[src/rtl/mmul_job_scheduler_pkg.sv]
// mmul_pkg: shared types and sizing helpers for the matrix-multiply job
// scheduler.
//   sched_state_t     - scheduler FSM state encoding
//   calc_elems        - number of result elements (A_ROWS*B_COLS)
//   calc_run_cycles   - fill/skew/compute window length
//   calc_idx_w        - index width for a count of n items (never below 1)
//   calc_addr_w       - result RAM address width for NUM_REQ regions
//   result_t          - result element type at the default operand width
package mmul_pkg;

    typedef enum logic [2:0] {
        IDLE  = 3'd0,
        START = 3'd1,
        RUN   = 3'd2,
        DRAIN = 3'd3,
        DONE  = 3'd4
    } sched_state_t;

    localparam int DATA_WIDTH_DEFAULT = 8;

    typedef logic [2*DATA_WIDTH_DEFAULT-1:0] result_t;

    function automatic int calc_elems(input int a_rows, input int b_cols);
        return a_rows * b_cols;
    endfunction

    function automatic int calc_run_cycles(input int a_rows, input int a_cols,
                                           input int b_cols);
        return a_rows + a_cols + b_cols;
    endfunction

    // A one-entry range still gets a 1-bit index so no zero-width vectors appear.
    function automatic int calc_idx_w(input int n);
        return (n <= 1) ? 1 : $clog2(n);
    endfunction

    function automatic int calc_addr_w(input int num_req, input int elems);
        return calc_idx_w(num_req * elems);
    endfunction

endpackage

[src/rtl/mmul_job_scheduler_if.sv]
// mmul_job_scheduler_if: bundle of requester, datapath-control and result-RAM
// signals of the job scheduler.
//   req          - level job request, one bit per requester
//   grant        - one-hot datapath owner, zero when idle
//   done         - one-cycle completion pulse to the owner
//   busy         - scheduler not idle
//   ctrl_start   - start pulse to the datapath controller
//   array_clear  - accumulator clear pulse to the systolic array
//   result_flat  - flattened systolic array results, element (i,j) at
//                  (i*B_COLS+j)*2*DATA_WIDTH
//   wr_en/wr_addr/wr_data - result RAM write port
// Modports: master = scheduler side, slave = requesters/datapath/RAM side.
//
// Request protocol: a requester raises req and holds it until it sees its
// grant bit; req is only looked at while the scheduler is idle, so dropping
// it after grant does not cancel the job. done[owner] pulses once with grant
// still held, and grant falls on the following cycle.
interface mmul_job_scheduler_if
    import mmul_pkg::*;
#(
    parameter int DATA_WIDTH = 8,
    parameter int A_ROWS     = 2,
    parameter int B_COLS     = 2,
    parameter int NUM_REQ    = 2
);
    localparam int ELEMS = calc_elems(A_ROWS, B_COLS);
    localparam int AW    = calc_addr_w(NUM_REQ, ELEMS);
    localparam int RW    = 2 * DATA_WIDTH;

    logic [NUM_REQ-1:0]  req;
    logic [NUM_REQ-1:0]  grant;
    logic [NUM_REQ-1:0]  done;
    logic                busy;
    logic                ctrl_start;
    logic                array_clear;
    logic [ELEMS*RW-1:0] result_flat;
    logic                wr_en;
    logic [AW-1:0]       wr_addr;
    logic [RW-1:0]       wr_data;

    modport master (
        input  req, result_flat,
        output grant, done, busy, ctrl_start, array_clear,
               wr_en, wr_addr, wr_data
    );

    modport slave (
        output req, result_flat,
        input  grant, done, busy, ctrl_start, array_clear,
               wr_en, wr_addr, wr_data
    );

endinterface

[src/rtl/mmul_job_scheduler_rr_arbiter.sv]
// rr_arbiter: combinational round-robin pick.
//   req - request vector
//   ptr - highest-priority index for this pick
//   gnt - one-hot winner (zero when no request)
//   idx - winner index (zero when no request)
// The first set request at or after ptr, wrapping around, wins.
module rr_arbiter
    import mmul_pkg::*;
#(
    parameter  int NUM_REQ = 2,
    localparam int IW      = calc_idx_w(NUM_REQ)
) (
    input  logic [NUM_REQ-1:0] req,
    input  logic [IW-1:0]      ptr,
    output logic [NUM_REQ-1:0] gnt,
    output logic [IW-1:0]      idx
);

    always_comb begin
        int   cand;
        logic found;
        gnt   = '0;
        idx   = '0;
        cand  = 0;
        found = 1'b0;
        for (int i = 0; i < NUM_REQ; i++) begin
            cand = (int'(ptr) + i) % NUM_REQ;
            if (!found && req[IW'(cand)]) begin
                found            = 1'b1;
                gnt[IW'(cand)]   = 1'b1;
                idx              = IW'(cand);
            end
        end
    end

endmodule

[src/rtl/mmul_job_scheduler.sv]
// mmul_job_scheduler: grants the systolic matrix-multiply datapath to one
// requester at a time (round-robin), pulses the controller start, waits out
// the fill/skew/compute window, snapshots the result array and writes it
// row-major into the owner's region of the shared result RAM.
//   clk       - rising-edge clock
//   reset     - asynchronous, active-high
//   bus       - requester/datapath/result RAM signals (master side)
//   dbg_state - current FSM state
// With defaults and req sampled at edge 0: grant/ctrl_start at edge 0,
// array_clear + snapshot at edge 6, writes at edges 7..10, done at edge 11,
// grant/busy fall at edge 12, and the next grant can come at edge 13.
module mmul_job_scheduler
    import mmul_pkg::*;
#(
    parameter int DATA_WIDTH = 8,
    parameter int A_ROWS     = 2,
    parameter int A_COLS     = 2,
    parameter int B_COLS     = 2,
    parameter int NUM_REQ    = 2
) (
    input  logic                  clk,
    input  logic                  reset,
    mmul_job_scheduler_if.master  bus,
    output sched_state_t          dbg_state
);

    localparam int ELEMS      = calc_elems(A_ROWS, B_COLS);
    localparam int RUN_CYCLES = calc_run_cycles(A_ROWS, A_COLS, B_COLS);
    localparam int AW         = calc_addr_w(NUM_REQ, ELEMS);
    localparam int IW         = calc_idx_w(NUM_REQ);
    localparam int ECW        = calc_idx_w(ELEMS);
    localparam int RCW        = calc_idx_w(RUN_CYCLES);
    localparam int RW         = 2 * DATA_WIDTH;

    sched_state_t       state;
    logic [IW-1:0]      ptr;
    logic [IW-1:0]      owner;
    logic [RCW-1:0]     run_cnt;
    logic [ECW-1:0]     elem_cnt;
    logic [RW-1:0]      snap [ELEMS];

    logic [NUM_REQ-1:0] grant_r;
    logic [NUM_REQ-1:0] done_r;
    logic               busy_r;
    logic               ctrl_start_r;
    logic               array_clear_r;
    logic               wr_en_r;
    logic [AW-1:0]      wr_addr_r;
    logic [RW-1:0]      wr_data_r;

    logic [NUM_REQ-1:0] arb_gnt;
    logic [IW-1:0]      arb_idx;
    logic [IW-1:0]      next_ptr;
    logic [RCW-1:0]     run_cnt_nxt;

    rr_arbiter #(
        .NUM_REQ (NUM_REQ)
    ) u_arb (
        .req (bus.req),
        .ptr (ptr),
        .gnt (arb_gnt),
        .idx (arb_idx)
    );

    always_comb begin
        next_ptr    = IW'((int'(arb_idx) + 1) % NUM_REQ);
        run_cnt_nxt = run_cnt + 1'b1;
    end

    always_ff @(posedge clk or posedge reset) begin
        if (reset) begin
            state         <= IDLE;
            ptr           <= '0;
            owner         <= '0;
            run_cnt       <= '0;
            elem_cnt      <= '0;
            for (int e = 0; e < ELEMS; e++) begin
                snap[e] <= '0;
            end
            grant_r       <= '0;
            done_r        <= '0;
            busy_r        <= 1'b0;
            ctrl_start_r  <= 1'b0;
            array_clear_r <= 1'b0;
            wr_en_r       <= 1'b0;
            wr_addr_r     <= '0;
            wr_data_r     <= '0;
        end else begin
            ctrl_start_r  <= 1'b0;
            array_clear_r <= 1'b0;
            case (state)
                IDLE: begin
                    grant_r <= '0;
                    done_r  <= '0;
                    busy_r  <= 1'b0;
                    wr_en_r <= 1'b0;
                    if (|bus.req) begin
                        grant_r      <= arb_gnt;
                        owner        <= arb_idx;
                        ptr          <= next_ptr;
                        ctrl_start_r <= 1'b1;
                        busy_r       <= 1'b1;
                        state        <= START;
                    end
                end
                START: begin
                    run_cnt <= '0;
                    state   <= RUN;
                end
                RUN: begin
                    run_cnt <= run_cnt_nxt;
                    // The window closes on the edge where the count reaches
                    // its last value, so results are grabbed on that edge.
                    if (run_cnt_nxt == RCW'(RUN_CYCLES - 1)) begin
                        for (int e = 0; e < ELEMS; e++) begin
                            snap[e] <= bus.result_flat[e*RW +: RW];
                        end
                        array_clear_r <= 1'b1;
                        elem_cnt      <= '0;
                        state         <= DRAIN;
                    end
                end
                DRAIN: begin
                    wr_en_r   <= 1'b1;
                    wr_addr_r <= AW'(int'(owner) * ELEMS + int'(elem_cnt));
                    wr_data_r <= snap[elem_cnt];
                    if (elem_cnt == ECW'(ELEMS - 1)) begin
                        state <= DONE;
                    end else begin
                        elem_cnt <= elem_cnt + 1'b1;
                    end
                end
                DONE: begin
                    wr_en_r <= 1'b0;
                    // First cycle raises done with grant held; the second
                    // drops everything so at least one idle cycle separates
                    // consecutive jobs.
                    if (|done_r) begin
                        done_r  <= '0;
                        grant_r <= '0;
                        busy_r  <= 1'b0;
                        state   <= IDLE;
                    end else begin
                        done_r <= grant_r;
                    end
                end
                default: begin
                    state <= IDLE;
                end
            endcase
        end
    end

    assign bus.grant       = grant_r;
    assign bus.done        = done_r;
    assign bus.busy        = busy_r;
    assign bus.ctrl_start  = ctrl_start_r;
    assign bus.array_clear = array_clear_r;
    assign bus.wr_en       = wr_en_r;
    assign bus.wr_addr     = wr_addr_r;
    assign bus.wr_data     = wr_data_r;
    assign dbg_state       = state;

endmodule

[src/flat_wrapper.sv]
// flat-port wrapper written by rule: the top's interface ports become plain ports
module mmul_job_scheduler_flat import mmul_pkg::*;
#(
    parameter int DATA_WIDTH = 8,
    parameter int A_ROWS     = 2,
    parameter int A_COLS     = 2,
    parameter int B_COLS     = 2,
    parameter int NUM_REQ    = 2
)
  (clk, reset, dbg_state, bus_req, bus_result_flat, bus_grant, bus_done, bus_busy, bus_ctrl_start, bus_array_clear, bus_wr_en, bus_wr_addr, bus_wr_data);
  mmul_job_scheduler_if #(.DATA_WIDTH(DATA_WIDTH), .A_ROWS(A_ROWS), .B_COLS(B_COLS), .NUM_REQ(NUM_REQ)) bus_i ();
  input  logic clk;
  input  logic reset;
  output sched_state_t dbg_state;
  input wire logic [$bits(bus_i.req)-1:0] bus_req;
  input wire logic [$bits(bus_i.result_flat)-1:0] bus_result_flat;
  output wire logic [$bits(bus_i.grant)-1:0] bus_grant;
  output wire logic [$bits(bus_i.done)-1:0] bus_done;
  output wire logic [$bits(bus_i.busy)-1:0] bus_busy;
  output wire logic [$bits(bus_i.ctrl_start)-1:0] bus_ctrl_start;
  output wire logic [$bits(bus_i.array_clear)-1:0] bus_array_clear;
  output wire logic [$bits(bus_i.wr_en)-1:0] bus_wr_en;
  output wire logic [$bits(bus_i.wr_addr)-1:0] bus_wr_addr;
  output wire logic [$bits(bus_i.wr_data)-1:0] bus_wr_data;
  assign bus_i.req = bus_req;
  assign bus_i.result_flat = bus_result_flat;
  assign bus_grant = bus_i.grant;
  assign bus_done = bus_i.done;
  assign bus_busy = bus_i.busy;
  assign bus_ctrl_start = bus_i.ctrl_start;
  assign bus_array_clear = bus_i.array_clear;
  assign bus_wr_en = bus_i.wr_en;
  assign bus_wr_addr = bus_i.wr_addr;
  assign bus_wr_data = bus_i.wr_data;
  mmul_job_scheduler #(.DATA_WIDTH(DATA_WIDTH), .A_ROWS(A_ROWS), .A_COLS(A_COLS), .B_COLS(B_COLS), .NUM_REQ(NUM_REQ)) u_core (.clk(clk), .reset(reset), .bus(bus_i), .dbg_state(dbg_state));
endmodule
[config.mk]
export PLATFORM = sky130hd
export DESIGN_NAME = mmul_job_scheduler_flat
export DESIGN_NICKNAME = d
export VERILOG_FILES = /design/src/rtl/mmul_job_scheduler_pkg.sv /design/src/rtl/mmul_job_scheduler_if.sv /design/src/rtl/mmul_job_scheduler_rr_arbiter.sv /design/src/rtl/mmul_job_scheduler.sv /design/src/flat_wrapper.sv
export SDC_FILE = /design/constraint.sdc
export NUM_CORES = 1
export LEC_CHECK = 0
export CORE_MARGIN = 2
export CORE_UTILIZATION = 25
export DETAILED_ROUTE_END_ITERATION = 6
export MAX_ROUTING_LAYER = met4
export PLACE_DENSITY = 0.48
export SLEW_MARGIN = 10
export SYNTH_ARGS = -nofsm -noshare
export SYNTH_HDL_FRONTEND = slang
export SYNTH_SLANG_ARGS = --single-unit
export TNS_END_PERCENT = 20
[constraint.sdc]
create_clock -name clk -period 6.85 [get_ports clk]
set_clock_uncertainty 0.05 [all_clocks]
set_input_delay 1.7125 -clock clk [delete_from_list [all_inputs] [get_ports clk]]
set_output_delay 1.7125 -clock clk [all_outputs]
set_load 0.1 [all_outputs]
==> results.json, run 1 <==
{
  "max_cap_violations": 0,
  "syn-instance-count": 312,
  "critPathCaptureType": "output port",
  "crit_type": "flip-flop to output port",
  "dpl.hpwl_mm": 6.89,
  "hp-class": "flip-flop to flip-flop",
  "async_flop_share_pct": 100,
  "wl_per_cell_um": 16.6,
  "yosysWarnings": 0,
  "diodes": 0,
  "holdBufCountCts": 0,
  "syn_avg_cell_area_um2": 14.0,
  "hold_viol": 0,
  "ant_nets": 0,
  "crit_arrival_ns": 2.19,
  "clock_latency_ns": 0.35,
  "dr.pass1.iters": 5,
  "worst_slew_pin_slew_ns": 1.14,
  "fmax_mhz": 253,
  "startpoint_type": "flip-flop",
  "fin_util_pct": 33.8,
  "antenna_found_initial": 0,
  "fin_crit_ns": 3.95,
  "leakagePower_nw": 2.57,
  "synth_edf_count": 0,
  "cpPeakStageDelay_ns": 1.22,
  "grt_max_degree": 68,
  "cp.buffers_inverters": 1,
  "layout_common_cells": "dfrtp_1 (99), clkdlybuf4s50_1 (97), mux2_2 (32), mux2i_1 (32), mux2_4 (27)",
  "slew_headroom_pct": 24.0,
  "wirelength_mm": 10.5,
  "synth.net_count": 383,
  "finalSetupTns_ns": 0,
  "slowest_stage": "clkdlybuf4s50_1",
  "cts_inserted_buffers": 9,
  "dp_slack_ns": 3.29,
  "rsz0062_at_grt": "no",
  "gp_congestion": 0.719,
  "io_pins": 98,
  "vdd_drop_max_v": 0.000188,
  "cp_top_family": "buffers and inverters",
  "setup_violations": 0,
  "r2r_start": "u_core.dbg_state[1]$_DFFE_PP0P_",
  "tritoncts": "built",
  "drv_slew": 0,
  "core.rowCount": 48,
  "cts-root-buf": "clkbuf_16",
  "vias": 2809,
  "post_cts_resized": 0,
  "die-area_um2": 18500,
  "ys_seq_elements": 100,
  "cts_setup_buffers": 0,
  "io_buffer_count": 97,
  "cp_max_fo": 17,
  "p_per_area_nw_per_um2": 219,
  "post-route-period-util_pct": 57.7,
  "drive_gt1_share_pct": 20.0,
  "syn_area_um2": 4360,
  "clk_pin_slew_ns": 0.07,
  "drt_iter0_drc": 166,
  "layout_setup_ws_ns": 2.90,
  "nets": 472,
  "syn_to_final_growth_pct": 33.2,
  "start_util_pct": 25.4,
  "route.detailed.drc": 0,
  "die_h_um": 136,
  "crit_chain": "clkdlybuf4s50_1",
  "grt_pass1_wl_mm": 16.6,
  "overflow": 0,
  "yosys.cell_types.count": 36,
  "mostFrequentLayoutCell": "dfrtp_1",
  "hold_start": "u_core.bus.busy$_DFFE_PP0P_",
  "core_um2": 17200,
  "grt_pass1_vias": 3005,
  "ys_seq_area_share_pct": 57.5,
  "htree_num_levels": 3,
  "die_x_um": 136,
  "cp.required_ns": 5.09,
  "clockBufferDepth": 2,
  "vias_per_cell": 4.45,
  "grtUsageTotal_pct": 12.4,
  "synth_ff_type": "dfrtp_1",
  "status": "completed",
  "clock_sinks": 100,
  "critPathLaunch": "u_core.dbg_state[0]$_DFFE_PP0P_"
}
==> final timing paths <==
path                            slack, ns                     endpoint  depth (start not counted)
min in group asynchronous            1.70   u_core.snap[4]$_DFFE_PP0P_                          2
worst min register to register       0.43  u_core.bus.busy$_DFFE_PP0P_                          1
worst max register to register       4.18  u_core.snap[16]$_DFFE_PP0P_                          4
worst max-delay path                 2.90                 dbg_state[0]                          1
max in group asynchronous            3.87  u_core.snap[30]$_DFFE_PP0P_                          3
worst min-delay path                 0.43  u_core.bus.busy$_DFFE_PP0P_                          1
==> Yosys cell counts, drive strengths merged, types with 3 or more instances <==
library cell / n / area share [%]
a21oi: 3 / 0.34
buf: 14 / 2.2
clkbuf: 8 / 0.69
dfrtp: 100 / 57
ha: 3 / 0.86
inv: 6 / 0.52
mux2: 65 / 19
mux2i: 32 / 7.4
nand2: 22 / 1.9
nand3: 3 / 0.34
o21ai: 14 / 1.6
o221ai: 16 / 3.2
==> flip-flops by register name (all words and copies together) (netlist names), 2 cells and up <==
signal / flops
u_core.snap: 64
u_core.bus.wr_data: 16
u_core.elem_cnt: 2
u_core.dbg_state: 3
u_core.bus.wr_addr: 3
u_core.bus.done: 2
u_core.run_cnt: 3
==> cells by family (layout without fill, tap and decap cells) <==
kind of cell | Yosys count | count (layout) | synth area share (%)
xor+xnor | 1 | 1 | 0.201
mux | 97 | 97 | 26.5
flops | 100 | 100 | 57.5
compound gates | 42 | 42 | 6.84
buf+inv | 28 | 122 | 3.45
simple gates | 41 | 41 | 4.71
fa+ha+maj | 3 | 3 | 0.862
==> per-layer routing <==
metal	GRT usage [%]	vias up	share of wire [%]
li1	-	1306	-
met1	16.0	1422	47
met2	18.6	72	46
met3	4.06	9	5.3
met4	3.82	0	1.2
met5	-	-	0
==> area by class of cell <==
cell class                 count  area [µm²]
fill                        1708       11400
sequential                   100        2500
multi-input combinational    184        1710
timing repair buffer         100         993
tap                          225         282
clock buffer                   9         225
clock inverter                 7        67.6
inverter                       6        25.0
==> metrics by stage <==
| step | cells | instance area, µm² | hold WS (ns) | power, mW |
|---|---|---|---|---|
| floorplan | 312 | 4360 | 0.408 | 0.710 |
| global placement | 615 | 5510 | 0.417 | 0.773 |
| detailed placement | 615 | 5510 | 0.421 | 0.775 |
| CTS | 631 | 5800 | 0.438 | 1.30 |
| global route | 631 | 5800 | 0.462 | 1.33 |
| finish | 631 | 5800 | 0.432 | 1.27 |
==> where the power goes <==
| part | internal, mW | total, mW | switching [mW] |
|---|---|---|---|
| logic | 0.0659 | 0.133 | 0.0674 |
| clock network | 0.281 | 0.511 | 0.229 |
| registers | 0.614 | 0.627 | 0.0132 |
No activity file was read; power rests on OpenSTA's default activity.
==> inputs of run 2 (changes only) <==
- clock period: 6.85 -> 3.7 ns (I/O delays scaled with it)
==> run 2 against run 1 <==
Utilization is 0.28 points higher. Worst setup slack worse by 2.0 ns. Clock power is 110% higher. Combinational power is 86% higher. Critical path depth stayed put. Non-clock buffer count is 2 higher. Sequential power is 85% higher. Clock-buffer cell count is 2 higher. Final area is 0.84% higher. Wire length is 0.75% lower. Worst hold slack better by 0.0019 ns. Largest power group unchanged. Highest routed layer unchanged.
==> results.json, run 2 (same netlist as run 1, synthesis figures left out) <==
{
  "status": "completed",
  "cp.required_ns": 2.72,
  "core.rowCount": 48,
  "io_buffer_count": 97,
  "p_per_area_nw_per_um2": 420,
  "gp_congestion": 0.810,
  "grt_pass1_vias": 3018,
  "reg2reg_depth": 4,
  "die-area_um2": 18500,
  "placed_area_um2": 5510,
  "dr.pass1.iters": 4,
  "layout_common_cells": "dfrtp_1 (99), clkdlybuf4s50_1 (82), mux2_2 (32), mux2i_1 (32), mux2_4 (27)",
  "core_um2": 17200,
  "drt_iter0_drc": 100,
  "layout_setup_ws_ns": 0.875,
  "die_h_um": 136,
  "wl_per_cell_um": 16.4,
  "cp_max_fo": 2,
  "r2r_start": "u_core.dbg_state[1]$_DFFE_PP0P_",
  "worst_slew_pin_slew_ns": 0.976,
  "drv_slew": 0,
  "post_cts_resized": 0,
  "crit_chain": "clkdlybuf4s50_1",
  "fin_crit_ns": 2.83,
  "syn_to_final_growth_pct": 34.4,
  "setup_violations": 0,
  "post-route-period-util_pct": 76.4,
  "cpPeakStageDelay_ns": 1.14,
  "antenna_found_initial": 1,
  "crit_arrival_ns": 1.85,
  "critPathCaptureType": "output port",
  "die_x_um": 136,
  "slew_headroom_pct": 34.7,
  "tritoncts": "built",
  "cp_top_family": "buffers and inverters",
  "io_pins": 98,
  "power_mw": 2.46,
  "clock_sinks": 100,
  "overflow": 0,
  "cts_setup_buffers": 0,
  "nets": 474,
  "vias_per_cell": 4.41,
  "crit_type": "flip-flop to output port",
  "clock_latency_ns": 0.35,
  "critPathLaunch": "u_core.bus.wr_data[11]$_DFFE_PP0N_",
  "hp-class": "flip-flop to flip-flop",
  "vdd_drop_max_v": 0.000232,
  "cp.depth": 1,
  "start_util_pct": 25.4,
  "holdBufCountCts": 0,
  "slowest_stage": "clkdlybuf4s50_1",
  "worst_r2r_endpoint": "u_core.snap[18]$_DFFE_PP0P_",
  "fmax_mhz": 354,
  "drive_gt1_share_pct": 24.0,
  "ant_nets": 0,
  "clockBufferDepth": 2,
  "grt_pass1_wl_mm": 16.3,
  "cts-root-buf": "clkbuf_16",
  "wirelength_mm": 10.4,
  "rsz0062_at_grt": "no",
  "grtUsageTotal_pct": 12.1,
  "dpl.hpwl_mm": 7.21,
  "mostFrequentLayoutCell": "dfrtp_1",
  "startpoint_type": "flip-flop",
  "cp.buffers_inverters": 1,
  "vias": 2797,
  "dp_slack_ns": 1.12,
  "finalSetupTns_ns": 0,
  "cts_inserted_buffers": 9,
  "max_cap_violations": 0,
  "grt_max_degree": 58,
  "r2r_setup_slack_ns": 1.10,
  "fin_area_um2": 5850,
  "clk_pin_slew_ns": 0.08,
  "htree_num_levels": 3,
  "leakagePower_nw": 2.63,
  "route.detailed.drc": 0,
  "hold_viol": 0,
  "top_register": "u_core.snap",
  "crit_end": "bus_wr_data[11]",
  "largest_reg_flops": 64
}
## run 2: cell types whose count changed in the layout (fill, tap and decap cells not counted)
cell | previous run | this run
buf_12 | 0 | 2
diode_2 | 0 | 1
clkinv_2 | 3 | 0
clkdlybuf4s50_1 | 97 | 82
buf_4 | 3 | 18
clkbuf_8 | 0 | 2
clkinvlp_4 | 3 | 2
clkinv_4 | 0 | 1
bufinv_16 | 1 | 2
## run 2: final cells by class
cell class	instances	area, µm²
Antenna cell	1	2.50
Clock buffer	11	253
Clock inverter	5	83.8
Fill cell	1726	11300
Inverter	6	25.0
Multi-Input combinational cell	184	1710
Sequential cell	100	2500
Tap cell	225	282
Timing Repair Buffer	102	996
## run 2: through the flow
stage | util [%] | cells | hold slack [ns]
4_1_cts | 34.1 | 633 | 0.438
6_report | 34.1 | 634 | 0.434
3_5_place_dp | 32.1 | 617 | 0.420
2_1_floorplan | - | 312 | 0.408
3_3_place_gp | 32.1 | 617 | 0.419
5_1_grt | 34.1 | 634 | 0.449
## run 2: power by group
group	leakage [nW]	internal [mW]	total, mW	switching, mW
sequential	1.16	1.14	1.16	0.0246
combinational	1.31	0.122	0.247	0.124
clock	0.158	0.631	1.05	0.419
total	2.63	1.89	2.46	0.568
## run 2: layer usage
layer | vias up | routed length [µm] | global-route usage, %
met3 | 15 | 448 | 2.57
met2 | 69 | 4650 | 17.8
met5 | - | 0 | -
met4 | 0 | 267 | 5.84
li1 | 1299 | - | -
met1 | 1414 | 5050 | 15.9
## run 2: worst min path at each step
stage                     slack [ns]                   startpoint                           to  cells past startpoint
final                           0.43  u_core.bus.busy$_DFFE_PP0P_  u_core.bus.busy$_DFFE_PP0P_                      1
after detailed placement        0.42  u_core.bus.busy$_DFFE_PP0P_  u_core.bus.busy$_DFFE_PP0P_                      1
after global routing            0.45  u_core.bus.busy$_DFFE_PP0P_  u_core.bus.busy$_DFFE_PP0P_                      1
after global placement          0.42  u_core.snap[24]$_DFFE_PP0P_  u_core.snap[24]$_DFFE_PP0P_                      1
after CTS                       0.44  u_core.bus.busy$_DFFE_PP0P_  u_core.bus.busy$_DFFE_PP0P_                      1
after floorplan                 0.41  u_core.snap[20]$_DFFE_PP0P_  u_core.snap[20]$_DFFE_PP0P_                      1
